**config.mk**
```make
export PLATFORM = sky130hd
export DESIGN_NAME = branch_redirect_controller
export DESIGN_NICKNAME = d
export VERILOG_FILES = /design/src/rtl/branch_redirect_controller_pkg.sv /design/src/rtl/branch_redirect_controller_sat_counter.sv /design/src/rtl/branch_redirect_controller.sv
export SDC_FILE = /design/constraint.sdc
export NUM_CORES = 1
export LEC_CHECK = 0
export CAP_MARGIN = 20
export CORE_MARGIN = 5
export CORE_UTILIZATION = 45
export CTS_CLUSTER_DIAMETER = 50
export DETAILED_ROUTE_END_ITERATION = 10
export PLACE_DENSITY = 0.85
export SYNTH_ARGS = -nofsm -noshare
export SYNTH_HDL_FRONTEND = slang
export SYNTH_HIERARCHICAL = 1
export SYNTH_SLANG_ARGS = --single-unit
```
**constraint.sdc**
```tcl
create_clock -name clk -period 2.4 [get_ports clk]
set_clock_uncertainty 0.05 [all_clocks]
set_input_delay 0.24 -clock clk [delete_from_list [all_inputs] [get_ports clk]]
set_output_delay 0.24 -clock clk [all_outputs]
set_load 0.02 [all_outputs]
```
**src/rtl/branch_redirect_controller_pkg.sv**
```systemverilog
// Shared CPU definitions for the branch redirect controller: FSM state
// encoding and the default instruction address width.
package branch_redirect_controller_pkg;

  typedef enum logic [1:0] {
    IDLE     = 2'd0,
    HOLD     = 2'd1,
    REDIRECT = 2'd2,
    FLUSH    = 2'd3
  } state_t;

  localparam int ADDR_W_DEFAULT = 9;

  // Width of the remaining-flush-cycles counter; FLUSH_CYCLES tops out at 15.
  localparam int FLUSH_REM_W = 4;

endpackage

```
**src/rtl/branch_redirect_controller_sat_counter.sv**
```systemverilog
// Saturating up-counter with synchronous clear; sticks at all-ones.
module sat_counter
  import branch_redirect_controller_pkg::*;
#(
  parameter int W = 16
) (
  input  logic         clk,
  input  logic         reset,
  input  logic         clr,
  input  logic         inc,
  output logic [W-1:0] count
);

  // Clear wins over increment; increment stops once all bits are set.
  always_ff @(posedge clk or posedge reset) begin
    if (reset) begin
      count <= '0;
    end else if (clr) begin
      count <= '0;
    end else if (inc && (count != '1)) begin
      count <= count + W'(1);
    end
  end

endmodule

```
**src/rtl/branch_redirect_controller.sv**
```systemverilog
// Sequences the PC redirect and IF/ID, ID/EX flushes after a taken branch
// resolved in EX, honouring hazard-unit stalls, and keeps saturating
// counts of accepted branches and effective flush cycles.
module branch_redirect_controller
  import branch_redirect_controller_pkg::*;
#(
  parameter int ADDR_W       = ADDR_W_DEFAULT,
  parameter int FLUSH_CYCLES = 2,
  parameter int CNT_W        = 16
) (
  input  logic              clk,
  input  logic              reset,
  input  logic              ex_valid,
  input  logic              ex_branch,
  input  logic [ADDR_W-1:0] ex_target,
  input  logic              stall,
  input  logic              cnt_clr,
  output logic              pc_load,
  output logic [ADDR_W-1:0] pc_target,
  output logic              flush_if_id,
  output logic              flush_id_ex,
  output logic              busy,
  output logic [CNT_W-1:0]  taken_count,
  output logic [CNT_W-1:0]  flush_count
);

  state_t                   state;
  state_t                   state_next;
  logic [FLUSH_REM_W-1:0]   rem;
  logic [FLUSH_REM_W-1:0]   rem_next;
  logic [ADDR_W-1:0]        target_q;
  logic [ADDR_W-1:0]        target_next;
  logic                     accept;
  logic                     taken_inc;
  logic                     flush_inc;

  assign accept    = ex_valid & ex_branch;
  assign pc_target = target_q;
  assign flush_inc = flush_if_id & ~stall;

  // Next-state logic plus Moore output decode; branches are only looked at
  // in IDLE because anything in EX while redirecting is a wrong-path op.
  always_comb begin
    state_next  = state;
    rem_next    = rem;
    target_next = target_q;
    taken_inc   = 1'b0;
    pc_load     = 1'b0;
    flush_if_id = 1'b0;
    flush_id_ex = 1'b0;
    busy        = (state != IDLE);
    case (state)
      IDLE: begin
        if (accept) begin
          target_next = ex_target;
          taken_inc   = 1'b1;
          state_next  = stall ? HOLD : REDIRECT;
        end
      end
      HOLD: begin
        if (!stall) begin
          state_next = REDIRECT;
        end
      end
      REDIRECT: begin
        pc_load     = 1'b1;
        flush_if_id = 1'b1;
        flush_id_ex = 1'b1;
        if (!stall) begin
          if (FLUSH_CYCLES == 1) begin
            state_next = IDLE;
          end else begin
            state_next = FLUSH;
            rem_next   = FLUSH_REM_W'(FLUSH_CYCLES - 2);
          end
        end
      end
      FLUSH: begin
        flush_if_id = 1'b1;
        flush_id_ex = 1'b1;
        if (!stall) begin
          if (rem == '0) begin
            state_next = IDLE;
          end else begin
            rem_next = rem - FLUSH_REM_W'(1);
          end
        end
      end
      default: begin
        state_next = IDLE;
      end
    endcase
  end

  // State, remaining-flush counter and redirect target registers.
  always_ff @(posedge clk or posedge reset) begin
    if (reset) begin
      state    <= IDLE;
      rem      <= '0;
      target_q <= '0;
    end else begin
      state    <= state_next;
      rem      <= rem_next;
      target_q <= target_next;
    end
  end

  sat_counter #(.W(CNT_W)) u_taken_counter (
    .clk   (clk),
    .reset (reset),
    .clr   (cnt_clr),
    .inc   (taken_inc),
    .count (taken_count)
  );

  sat_counter #(.W(CNT_W)) u_flush_counter (
    .clk   (clk),
    .reset (reset),
    .clr   (cnt_clr),
    .inc   (flush_inc),
    .count (flush_count)
  );

endmodule
```
### Word-level counts from Yosys, hierarchy flattened

Cells that the tools add are included.

| word-level totals | value |
|---|---|
| flip-flop bits (word level) | 47 |
| output and inout bits | 45 |
| logic and storage cells | 53 |
| bits of input ports | 15 |

| operators by class | value |
|---|---|
| bitwise logic cells | 3 |
| multiplexer cells | 19 |
| $add $sub $neg | 3 |
| reduce and logical (&&, ||, !) cells | 12 |
| equality and inequality tests | 11 |

Operator list:

| operator | count |
|---|---|
| $mux 16 | 4 |
| $add 16x1->16 const B | 2 |
| $ne 16x16->1 const B | 2 |
| $mux 2 | 6 |
| $mux 4 | 3 |
| $ne 2x2->1 const B | 6 |
| $pmux 2 s4 | 1 |
| $pmux 4 s2 | 1 |
| $reduce_bool 2->1 | 4 |
| $reduce_and 5->1 | 1 |
| $eq 2x2->1 const B | 2 |
| $logic_not 4->1 | 1 |
| $mux 1 | 4 |
| $reduce_and 4->1 | 1 |
| $sub 4x1->4 const B | 1 |
| $and 1x1->1 | 2 |
| $eq 2x1->1 const B | 1 |
| $logic_and 1x1->1 | 2 |
| $logic_not 2->1 | 1 |
| $reduce_and 2->1 | 1 |
| $reduce_or 2->1 | 1 |
| $not 1->1 | 1 |

### Longest topological paths before layout

Gate-level depths: netlist of run 1.

| logic depth | value |
|---|---|
| depth after elaboration | 7 |
| gate-level depth with buffers | 9 |
| gate-level depth less buffers | 8 |

### Cells and area by module

Netlist of run 1, hierarchy kept.

By module, submodules not included:

| module | times used | cells each | sequential area each (um^2) | area each (um^2) |
|---|---|---|---|---|
| sat_counter | 2 | 101 | 400.4 | 932.1 |
| branch_redirect_controller | 1 | 68 | 375.4 | 793.3 |

### Worst setup path after synthesis of run 1

OpenSTA, ideal clock, no wires.

| path | value |
|---|---|
| path kind | reg2reg |
| start | reg state[0] |
| end | reg u_flush_counter.count[13] |
| period minus slack after synthesis | 2441 ps |
| cell stages (with the launch flop) | 10 |
| setup time | 78 ps |
| path buffers | 1 |
| path slack | -41 ps |
| arrival | 2313 ps |
| path through | dfrtp_1 > inv_1 > ha_1 > o21bai_1 > inv_1 > clkbuf_2 > nand3_1 > or4_4 > or4_1 > a21oi_1 |

| on the way | value |
|---|---|
| longest elaborated chain between the ends | 6 |
| elaborated cells on any way between the ends | 7 |
| those cells by class | eq/ne: 2; mux: 1; bitwise: 1; reduce/logical: 3 |

Ends and longest elaborated chain:

| what | RTL line | text |
|---|---|---|
| start, declared | branch_redirect_controller.sv:27 | `state_t state;` |
| start signal, assigned | branch_redirect_controller.sv:102 | `state <= state_next;` |
| $eq 2x2->1 | branch_redirect_controller.sv:52 | `case (state)` |
| $reduce_or 2->1 (no source line) (*) | - |  |
| $mux 1 (*) | branch_redirect_controller.sv:52 |  |
| $and 1x1->1 (*) | branch_redirect_controller.sv:39 | `assign flush_inc = flush_if_id & ~stall;` |
| via flush_inc | branch_redirect_controller.sv:35 | `logic flush_inc;` |
| $logic_and 1x1->1 (*) | branch_redirect_controller_sat_counter.sv:20 | `end else if (inc && (count != '1)) begin` |
| $reduce_bool 2->1 (no source line) (*) | - |  |
| end signal, assigned | branch_redirect_controller_sat_counter.sv:21 | `count <= count + W'(1);` |
| end, declared | branch_redirect_controller_sat_counter.sv:11 | `output logic [W-1:0] count` |

The timed path passes the listed nets; every way through them passes the cells marked *.
A chain may end at the register's enable or synchronous reset.

### Worst setup path after layout of run 1

Ends and elaborated chain as after synthesis.

==> summary.txt, run 1 <==
Setup path
  – Setup CP Type: reg2reg
  – Worst path arrival time: 2.44 ns
  – Crit path top cell by count: inv_1
  – CP max stage cell: or4_4
  – Worst Path Max Fanout: 6
  – R2R setup slack: ~0.14 ns
  – Critical Path Start Type: register
  – Capture point of the worst path: u_flush_counter/count[13]$_DFFE_PP0P_
  – Endpoint class of the critical path: register
  – Slowest stage delay, CP: 0.46 ns
  – RR Startpoint: state[0]$_DFFE_PP0P_
  – CP required: 2.58 ns
  – Crit. Startpoint: state[0]$_DFFE_PP0P_
  – R2R depth: 8
  – End of the worst register-to-register path: u_flush_counter/count[13]$_DFFE_PP0P_
  – Critical path cell sequence: inv_1, ha_2, o21bai_1, inv_1, nand3_1, or4_4, or4_1, a21oi_1

GRT
  – Initial antenna violation count: 0
  – Global-route wire length before repair: 11.0 mm
  – Vias in the first global route: approximately 2400
  – Grt total ovfl: 0
  – Largest net degree at the start of global routing: 39
  – Total track usage: 0.178

STA
  – Slew headroom: 0.558
  – Sum of negative setup slack: 0 ns
  – Setup violators final: 0
  – Final Critical Period: 2.26 ns
  – Max frequency: 442 MHz
  – Hold_ws: roughly 0.38 ns
  – Count of pins over their slew limit: 0
  – Post-route clock period utilization: 0.943
  – Worst Tran Pin Value: 0.657 ns
  – RSZ-0062 raised after global routing: false
  – Final Hold Viols: 0

CTS
  – H-tree levels: 2
  – Setup bufs post-CTS: 0
  – Clk slew on worst S/H paths: about 0.090 ns
  – Root buffer cell: clkbuf_8
  – CTS Buffer Depth: 2
  – TritonCTS Buffers: 5
  – CTS tree: done
  – Number of clock sinks: 47
  – Post-CTS sizing: 0
  – Worst-skew pair later-pin latency: 0.30 ns
  – Number of hold buffers added after CTS: 0

Synthesis
  – Yosys Warn Count: 6
  – EDFF count, synth: 0
  – Post-synth ARST share: 1.00
  – Sequential fraction of the synthesis area: 0.443
  – Number of synthesized register bits: 47
  – Count of cell types in the netlist: 40
  – Mapped Nets: 293
  – Post-Syn Area per Cell: a little under 10 sq um
  – Mapped cell area: approximately 2700 sq um
  – Top FF cell, synth: dfrtp_1
  – Cells after Synth: 270

Finish
  – Fill cell count: approximately 500
  – Post-layout nets: ~360
  – P&R area growth vs syn: 31.5%
  – Share of post-route cells with drive strength above 1: 0.136
  – Ant. Diodes: 0
  – Final Core Density: 0.601

Hold path
  – Hold Path Class: in2async

Drt
  – DR pass1 iterations: 6
  – Via-to-Cell Ratio: 5.84
  – Antenna-violating nets left: 0
  – DR iter-0 viols: between 150 and 200
  – Via count: 2405
  – Final WL: approximately 6.7 mm
  – Post-route DRC: 0
  – Drt wl/cell: roughly 16 um

Floorplan
  – Die width: 86.9 um
  – Ports: 60
  – DIE AREA: about 7500 sq um
  – Core ar.: roughly 5800 sq um
  – Initial cell density of the core: 0.457
  – Die Height: 86.9 um
  – Standard-cell row count: 28

Power and ir drop
  – Total power: between 2 and 3 mW
  – Peak supply drop: approximately 0.65 mV
  – Leakage: 1.36 nW
  – Power Density: 787 nW/um^2

Run
  – Maxcap violations: 0

Placed design
  – Global placer's final weighted congestion: 0.895
  – DP Wirelength: a little under 5 mm
  – PortBufs: 59

Status
  – Status: finished, final reports clean
-- layout by cell type (no fill, tap or decap), types with 2 or more instances in the layout --
master           synthesis  final
a21oi_1                 25     25
a31oi_1                  2      2
and4_1                   2      2
buf_4                    3     10
bufinv_16                0      2
clkbuf_8                 0      5
clkdlybuf4s50_1          0     59
dfrtp_1                 47     47
ha_1                     8      7
inv_1                   15     15
mux2_2                  13     13
mux2i_1                  5      5
nand2_1                 15     15
nand2b_1                 4      4
nand3_1                 16     16
nand4_1                  8      8
nand4_4                  2      2
nor2_1                   6      6
nor2b_1                  8      8
nor3_1                   8      8
nor4_1                   6      6
o21ai_0                 11     11
o311ai_1                 2      2
o31ai_1                 12     12
o41ai_1                  5      5
or3_1                   13     13
or3_2                    2      2
or4_1                   12     12
or4_2                    2      2
or4_4                    2      2
-- flip-flops by register name, indices dropped and copies added, names as in the netlist --
name,count
u_taken_counter/count,16
rem,4
pc_target,9
u_flush_counter/count,16
state,2
-- where the power goes --
group,internal [mW],total [mW],switching (mW)
Combinational,0.516,1.04,0.523
Sequential,0.921,1.02,0.0975
Clock,0.415,0.693,0.278
-- cell usage after synthesis (all sizes together), types with 6 or more instances --
cell,n,area (sq um)
nand4,10,92.6
ha,8,100
nor2,6,22.5
nor4,6,37.5
or3,15,96.3
o21ai,11,55.1
nand3,16,80.1
o31ai,12,90.1
mux2,13,146
nor3,8,40.0
nand2,16,62.6
or4,16,130
dfrtp,47,1180
a21oi,25,125
inv,15,56.3
nor2b,8,50.1
-- layout make-up --
type | count | area, sq um | share of cell area
Multi-Input combinational cell | 198 | 1370 | 0.391
Sequential cell | 47 | 1180 | 0.337
Timing Repair Buffer | 69 | 666 | 0.191
Tap cell | 75 | 93.8 | 0.0269
Clock buffer | 5 | 68.8 | 0.0197
Clock inverter | 3 | 67.6 | 0.0193
Inverter | 15 | 56.3 | 0.0161
-- metrics by stage --
stage                     instance area, sq um  setup slack, ns  cells
after global placement                    3360            0.167    404
after floorplan                           2660           0.0416    270
after global routing                      3490           0.0137    412
after detailed placement                  3360            0.104    404
after CTS                                 3490            0.116    412
final                                     3490            0.138    412
-- cells by family after synthesis --
| group | after synthesis | share of synthesized area |
|---|---|---|
| flops | 47 | 0.443 |
| simple gates | 112 | 0.262 |
| buf+inv | 25 | 0.0447 |
| mux | 18 | 0.0739 |
| fa+ha+maj | 8 | 0.0377 |
| compound gates | 60 | 0.139 |
-- worst min-delay path by stage --
stage / start / to / slack [ns] / cells past startpoint
finish: reset / rem[1]$_DFFE_PP0P_ / 0.38 / 2
global route: reset / rem[0]$_DFFE_PP0P_ / 0.41 / 2
CTS: reset / state[0]$_DFFE_PP0P_ / 0.38 / 2
detailed placement: pc_target[8]$_DFFE_PP0P_ / pc_target[8]$_DFFE_PP0P_ / 0.44 / 1
global placement: pc_target[8]$_DFFE_PP0P_ / pc_target[8]$_DFFE_PP0P_ / 0.44 / 1
floorplan: reset / pc_target[0]$_DFFE_PP0P_ / 0.09 / 1
-- metal layers --
metal  vias to the layer above  wire length (um)  GRT usage
met3                        17               292     0.0246
met5                         -                 0          0
li1                       1159                 -          -
met1                      1145              2770      0.217
met4                         0               130     0.0765
met2                        84              3460      0.313
-- worst max-delay path: cells and delay by family (launching register included) --
family	cells	cell delay (ns)
buffers and inverters	2	0.22
DFF	1	0.41
and+or+nand+nor	3	0.98
adders and majority gates	1	0.23
AOI/OAI and AO/OA	2	0.30
Note: power is estimated with default switching activity, not from simulation.
==> run 2: changes to the inputs <==
CORE_UTILIZATION = 46   (was 45)
PLACE_DENSITY = 0.86   (was 0.85)
==> summary.txt, run 2 (same netlist as run 1, synthesis figures left out) <==
Status
  – Status: finished, final reports clean

Drt
  – Metal-1 WL: 2.73 mm (-1.4%)
  – DR pass1 iterations: 4 (-2)
  – Final WL: 6.27 mm (-5.9%)
  – Drt wl/cell: 15.3 um (-5.2%)
  – Antenna-violating nets left: 0 (unchanged)
  – Metal2 WL: 3.19 mm (-7.8%)
  – DR iter-0 viols: 172 (+14%)
  – Via count: 2386 (-0.79%)
  – Via-to-Cell Ratio: 5.83 (about the same)
  – Post-route DRC: 0 (unchanged)
  – Metal3 WL: 239 um (-18%)
  – Highest metal used: met4

STA
  – Worst Tran Pin Value: 0.643 ns (-0.0140 ns)
  – Count of pins over their slew limit: 0 (unchanged)
  – Final Critical Period: 2.25 ns (-0.0149 ns)
  – Setup violators final: 0 (unchanged)
  – Slew headroom: 0.571 (+0.0122)
  – Max frequency: 445 MHz (+0.66%)
  – Setup WS post-layout: 0.153 ns (+0.0149 ns)
  – RSZ-0062 raised after global routing: false
  – Post-route clock period utilization: 0.936 (-0.00622)
  – Sum of negative setup slack: 0 ns (unchanged)
  – Final Hold Viols: 0 (unchanged)

Setup path
  – CP max stage cell: clkdlybuf4s50_1
  – Worst path arrival time: 1.96 ns (-0.48 ns)
  – WP buf/inv: 2 (unchanged)
  – Worst Path Max Fanout: 8 (+2)
  – Capture point of the worst path: flush_id_ex
  – Critical Path Start Type: register
  – Endpoint class of the critical path: output port
  – End of the worst register-to-register path: u_flush_counter/count[13]$_DFFE_PP0P_
  – Critical path cell sequence: ha_1, buf_4, or2_2, clkdlybuf4s50_1
  – R2R depth: 8 (unchanged)
  – Critical path depth: 4 (-4)
  – R2R setup slack: 0.18 ns (+0.04 ns)
  – Slowest stage delay, CP: 0.55 ns (+0.09 ns)
  – Crit. Startpoint: state[0]$_DFFE_PP0P_
  – CP required: 2.11 ns (-0.47 ns)
  – CP delay by family, top: buffers and inverters
  – RR Startpoint: state[0]$_DFFE_PP0P_
  – Setup CP Type: reg2out

Finish
  – Post-layout nets: 359 (unchanged)
  – P&R area growth vs syn: 30.6%
  – Most frequent cells in the layout: 59 x clkdlybuf4s50_1, 47 x dfrtp_1, 25 x a21oi_1
  – Most common cell after layout, fill and taps aside: clkdlybuf4s50_1
  – Fill cell count: 484 (-2.6%)
  – Share of post-route cells with drive strength above 1: 0.136 (unchanged)
  – Ant. Diodes: 0 (unchanged)
  – Final Core Density: 0.623 (+0.0220)

Placed design
  – PortBufs: 59 (unchanged)
  – Global placer's final weighted congestion: 0.839 (-6.3%)
  – DP Wirelength: 4.62 mm (-4.6%)
  – Pre-CTS setup slack: 0.107 ns (+0.00324 ns)

GRT
  – Vias in the first global route: 2244 (-7.2%)
  – Global-route wire length before repair: 10.6 mm (-3.6%)
  – Initial antenna violation count: 0 (unchanged)
  – Largest net degree at the start of global routing: 39 (unchanged)
  – Grt total ovfl: 0 (unchanged)
  – Total track usage: 0.175 (-0.00340)

Power and ir drop
  – Sequential power share: 0.381 (+0.011)
  – Clock power share: 0.226 (-0.026)
  – Leakage: 1.35 nW (-0.26%)
  – Peak supply drop: 0.650 mV (+0.69%)
  – Gate power share: 0.393 (+0.015)
  – Sw power: 0.886 mW (-1.4%)
  – Pint: 1.78 mW (-3.8%)
  – Switching Share: 0.332 (+0.00542)
  – Power Density: 769 nW/um^2 (-2.4%)

CTS
  – Setup bufs post-CTS: 0 (unchanged)
  – CTS Buffer Depth: 2 (unchanged)
  – H-tree levels: 2 (unchanged)
  – Number of hold buffers added after CTS: 0 (unchanged)
  – TritonCTS Buffers: 5 (unchanged)
  – Clk slew on worst S/H paths: 0.09 ns (about the same)
  – Number of clock sinks: 47 (unchanged)
  – Worst-skew pair later-pin latency: 0.30 ns (about the same)
  – CTS tree: done
  – Root buffer cell: clkbuf_8
  – Post-CTS sizing: 0 (unchanged)

Hold path
  – Hold Path Class: in2async

Run
  – Maxcap violations: 0 (unchanged)

Floorplan
  – Standard-cell row count: 27 (-3.6%)
  – Initial cell density of the core: 0.477 (+0.0198)
  – Die Height: 86.0 um (-0.97%)
  – Die width: 86.0 um (-0.97%)
  – Core ar.: 5570 sq um (-4.2%)
  – Ports: 60 (unchanged)
  – DIE AREA: 7400 sq um (-1.9%)
## run 2: power by group through the flow
stage                     combinational (mW)  clock (mW)  sequential, mW
after floorplan                        0.538           0            1.13
after global placement                  1.02           0            1.03
after detailed placement                1.06           0            1.03
after CTS                               1.06       0.617            1.02
after global routing                    1.14       0.646            1.04
final                                   1.05       0.603            1.02
## run 2: how the worst min path moves through the flow
| stage | endpoint | cells past startpoint |
|---|---|---|
| after global placement | pc_target[1]$_DFFE_PP0P_ | 1 |
| final | rem[1]$_DFFE_PP0P_ | 2 |
| after floorplan | pc_target[0]$_DFFE_PP0P_ | 1 |
| after global routing | rem[2]$_DFFE_PP0P_ | 2 |
| after detailed placement | pc_target[4]$_DFFE_PP0P_ | 1 |
| after CTS | rem[1]$_DFFE_PP0P_ | 2 |
## run 2: metal layers
metal	track usage	up-vias
met5	0	-
met4	0.0590	0
met3	0.0317	9
met2	0.303	63
met1	0.218	1165
li1	-	1149
## run 2: cell type report
class,count,area [sq um],share of cell area
Sequential cell,47,1180,0.339
Clock inverter,2,35.0,0.0101
Multi-Input combinational cell,198,1370,0.393
Timing Repair Buffer,69,666,0.192
Inverter,15,56.3,0.0162
Clock buffer,6,82.6,0.0238
Tap cell,72,90.1,0.0260
## run 2: worst reg2reg max path: cells and delay by family (launching register included)
kind	cells	cell delay, ns
and+or+nand+nor	3	1.01
buffers and inverters	2	0.19
AOI/OAI and AO/OA	2	0.26
DFF	1	0.42
adders and majority gates	1	0.23
## run 2: per-stage QoR
stage	std cells	power, mW	instance area [sq um]	hold WS, ns
3_5_place_dp	401	2.09	3350	0.444
2_1_floorplan	270	1.66	2660	0.0915
4_1_cts	409	2.70	3470	0.369
6_report	409	2.67	3470	0.355
5_1_grt	409	2.82	3470	0.404
3_3_place_gp	401	2.04	3350	0.439
==> run 3: changes to the inputs <==
CELL_PAD_IN_SITES_DETAIL_PLACEMENT = 0   (was unset)
CELL_PAD_IN_SITES_GLOBAL_PLACEMENT = 2   (was unset)
CORE_UTILIZATION = 28   (was 46)
PLACE_DENSITY = 0.85   (was 0.86)
==> summary.txt, run 3 (same netlist as run 1, synthesis figures left out) <==
GRT
  – Grt total ovfl: 0 (unchanged)
  – Total track usage: 0.117 (-0.0579)
  – Vias in the first global route: 2302 (+2.6%)
  – Largest net degree at the start of global routing: 17 (-56%)
  – Initial antenna violation count: 0 (unchanged)
  – Global-route wire length before repair: 11.2 mm (+5.7%)

CTS
  – Setup bufs post-CTS: 0 (unchanged)
  – TritonCTS Buffers: 5 (unchanged)
  – Number of clock sinks: 47 (unchanged)
  – Clk slew on worst S/H paths: 0.09 ns (about the same)
  – CTS Buffer Depth: 2 (unchanged)
  – H-tree levels: 2 (unchanged)
  – Post-CTS sizing: 0 (unchanged)
  – Number of hold buffers added after CTS: 0 (unchanged)
  – Root buffer cell: clkbuf_8
  – CTS tree: done
  – Worst-skew pair later-pin latency: 0.30 ns (about the same)

Setup path
  – CP max stage cell: clkdlybuf4s50_1
  – Endpoint class of the critical path: output port
  – CP required: 2.11 ns (about the same)
  – RR Startpoint: state[0]$_DFFE_PP0P_
  – R2R depth: 8 (unchanged)
  – End of the worst register-to-register path: u_flush_counter/count[13]$_DFFE_PP0P_
  – Worst Path Max Fanout: 8 (unchanged)
  – Worst path arrival time: 1.93 ns (-0.03 ns)
  – Slowest stage delay, CP: 0.55 ns (about the same)
  – Critical Path Start Type: register
  – R2R setup slack: 0.21 ns (+0.03 ns)
  – Critical path cell sequence: ha_1, buf_4, or2_2, clkdlybuf4s50_1
  – Setup CP Type: reg2out

Drt
  – Antenna-violating nets left: 0 (unchanged)
  – Final WL: 6.74 mm (+7.6%)
  – Metal-1 WL: 3.09 mm (+13%)
  – Metal3 WL: 380 um (+59%)
  – Via count: 2364 (-0.92%)
  – Via-to-Cell Ratio: 5.03 (-14%)
  – DR pass1 iterations: 4 (unchanged)
  – Drt wl/cell: 14.3 um (-6.4%)
  – Post-route DRC: 0 (unchanged)
  – Metal2 WL: 3.20 mm (+0.38%)
  – Highest metal used: met4
  – DR iter-0 viols: 61 (-65%)

Power and ir drop
  – Leakage: 1.36 nW (+0.68%)
  – Peak supply drop: 0.828 mV (+27%)
  – Power Density: 720 nW/um^2 (-6.4%)

Finish
  – Final Core Density: 0.384 (-0.239)
  – Fill cell count: 927 (+92%)
  – Share of post-route cells with drive strength above 1: 0.147 (+0.0101)
  – P&R area growth vs syn: 33.6%
  – Ant. Diodes: 0 (unchanged)
  – Most common cell after layout, fill and taps aside: clkdlybuf4s50_1
  – Most frequent cells in the layout: 59 x clkdlybuf4s50_1, 47 x dfrtp_1, 25 x a21oi_1
  – Post-layout nets: 364 (+1.4%)

STA
  – Setup violators final: 0 (unchanged)
  – Final Hold Viols: 0 (unchanged)
  – RSZ-0062 raised after global routing: false
  – Sum of negative setup slack: 0 ns (unchanged)
  – Final Critical Period: 2.22 ns (-0.0309 ns)
  – Slew headroom: 0.553 (-0.0177)
  – Count of pins over their slew limit: 0 (unchanged)
  – Max frequency: 451 MHz (+1.4%)
  – Worst Tran Pin Value: 0.670 ns (+0.0265 ns)
  – Post-route clock period utilization: 0.924 (-0.0129)

Status
  – Status: finished, final reports clean

Floorplan
  – DIE AREA: 11500 sq um (+56%)
  – Core ar.: 9240 sq um (+66%)
  – Ports: 60 (unchanged)
  – Initial cell density of the core: 0.288 (-0.189)
  – Die width: 107 um (+25%)
  – Standard-cell row count: 35 (+30%)
  – Die Height: 107 um (+25%)

Run
  – Maxcap violations: 0 (unchanged)

Placed design
  – DP Wirelength: 5.09 mm (+10%)
  – PortBufs: 59 (unchanged)
  – Global placer's final weighted congestion: 0.769 (-8.3%)

Hold path
  – Hold Path Class: in2async
-- run 3: cell count changes in the layout (fill, tap and decap cells not counted), sizes merged --
cell | previous run | this run
buf | 10 | 15
bufinv | 1 | 0
-- run 3: area by class of cell --
type                       instances  area [sq um]  share of cell area
clock buffer                       6          82.6              0.0233
inverter                          15          56.3              0.0159
multi-input combinational        198          1370               0.385
timing repair buffer              74           703               0.198
sequential                        47          1180               0.331
clock inverter                     1          5.00             0.00141
tap                              129           161              0.0455
-- run 3: metal layers --
layer,vias to the layer above,track usage
met3,6,0.0354
li1,1165,-
met2,45,0.197
met5,-,0
met1,1148,0.145
met4,0,0.0325
-- run 3: report_power, final --
group	internal [mW]	switching, mW	leakage (nW)
logic	0.526	0.524	0.684
clock network	0.227	0.262	0.0470
registers	0.921	0.0951	0.631
total	1.67	0.881	1.36
-- run 3: how the worst max path moves through the flow --
stage,startpoint,endpoint,slack (ns),cells after the start
final,state[0]$_DFFE_PP0P_,flush_if_id,0.18,4
after global routing,state[0]$_DFFE_PP0P_,u_taken_counter/count[13]$_DFFE_PP0P_,0.09,8
after CTS,state[0]$_DFFE_PP0P_,flush_id_ex,0.17,4
after detailed placement,ex_valid,u_taken_counter/count[13]$_DFFE_PP0P_,0.12,8
after global placement,ex_valid,u_taken_counter/count[13]$_DFFE_PP0P_,0.15,8
after floorplan,state[0]$_DFFE_PP0P_,u_flush_counter/count[13]$_DFFE_PP0P_,0.04,9
-- run 3: per-stage QoR --
stage                     power [mW]  setup WS, ns  area, sq um  std cells  hold slack (ns)
after detailed placement        2.10         0.116         3460        463            0.448
after global routing            2.71        0.0876         3550        470            0.398
after floorplan                 1.66        0.0416         2660        270           0.0915
final                           2.55         0.183         3550        470            0.345
after global placement          2.08         0.153         3460        463            0.438
after CTS                       2.60         0.166         3550        470            0.345
-- run 3: worst max-delay path, delay by kind of cell (launching register included) --
family / cells / cell delay [ns]
adders and majority gates: 1 / 0.21
buffers and inverters: 2 / 0.72
DFF: 1 / 0.40
and+or+nand+nor: 1 / 0.31
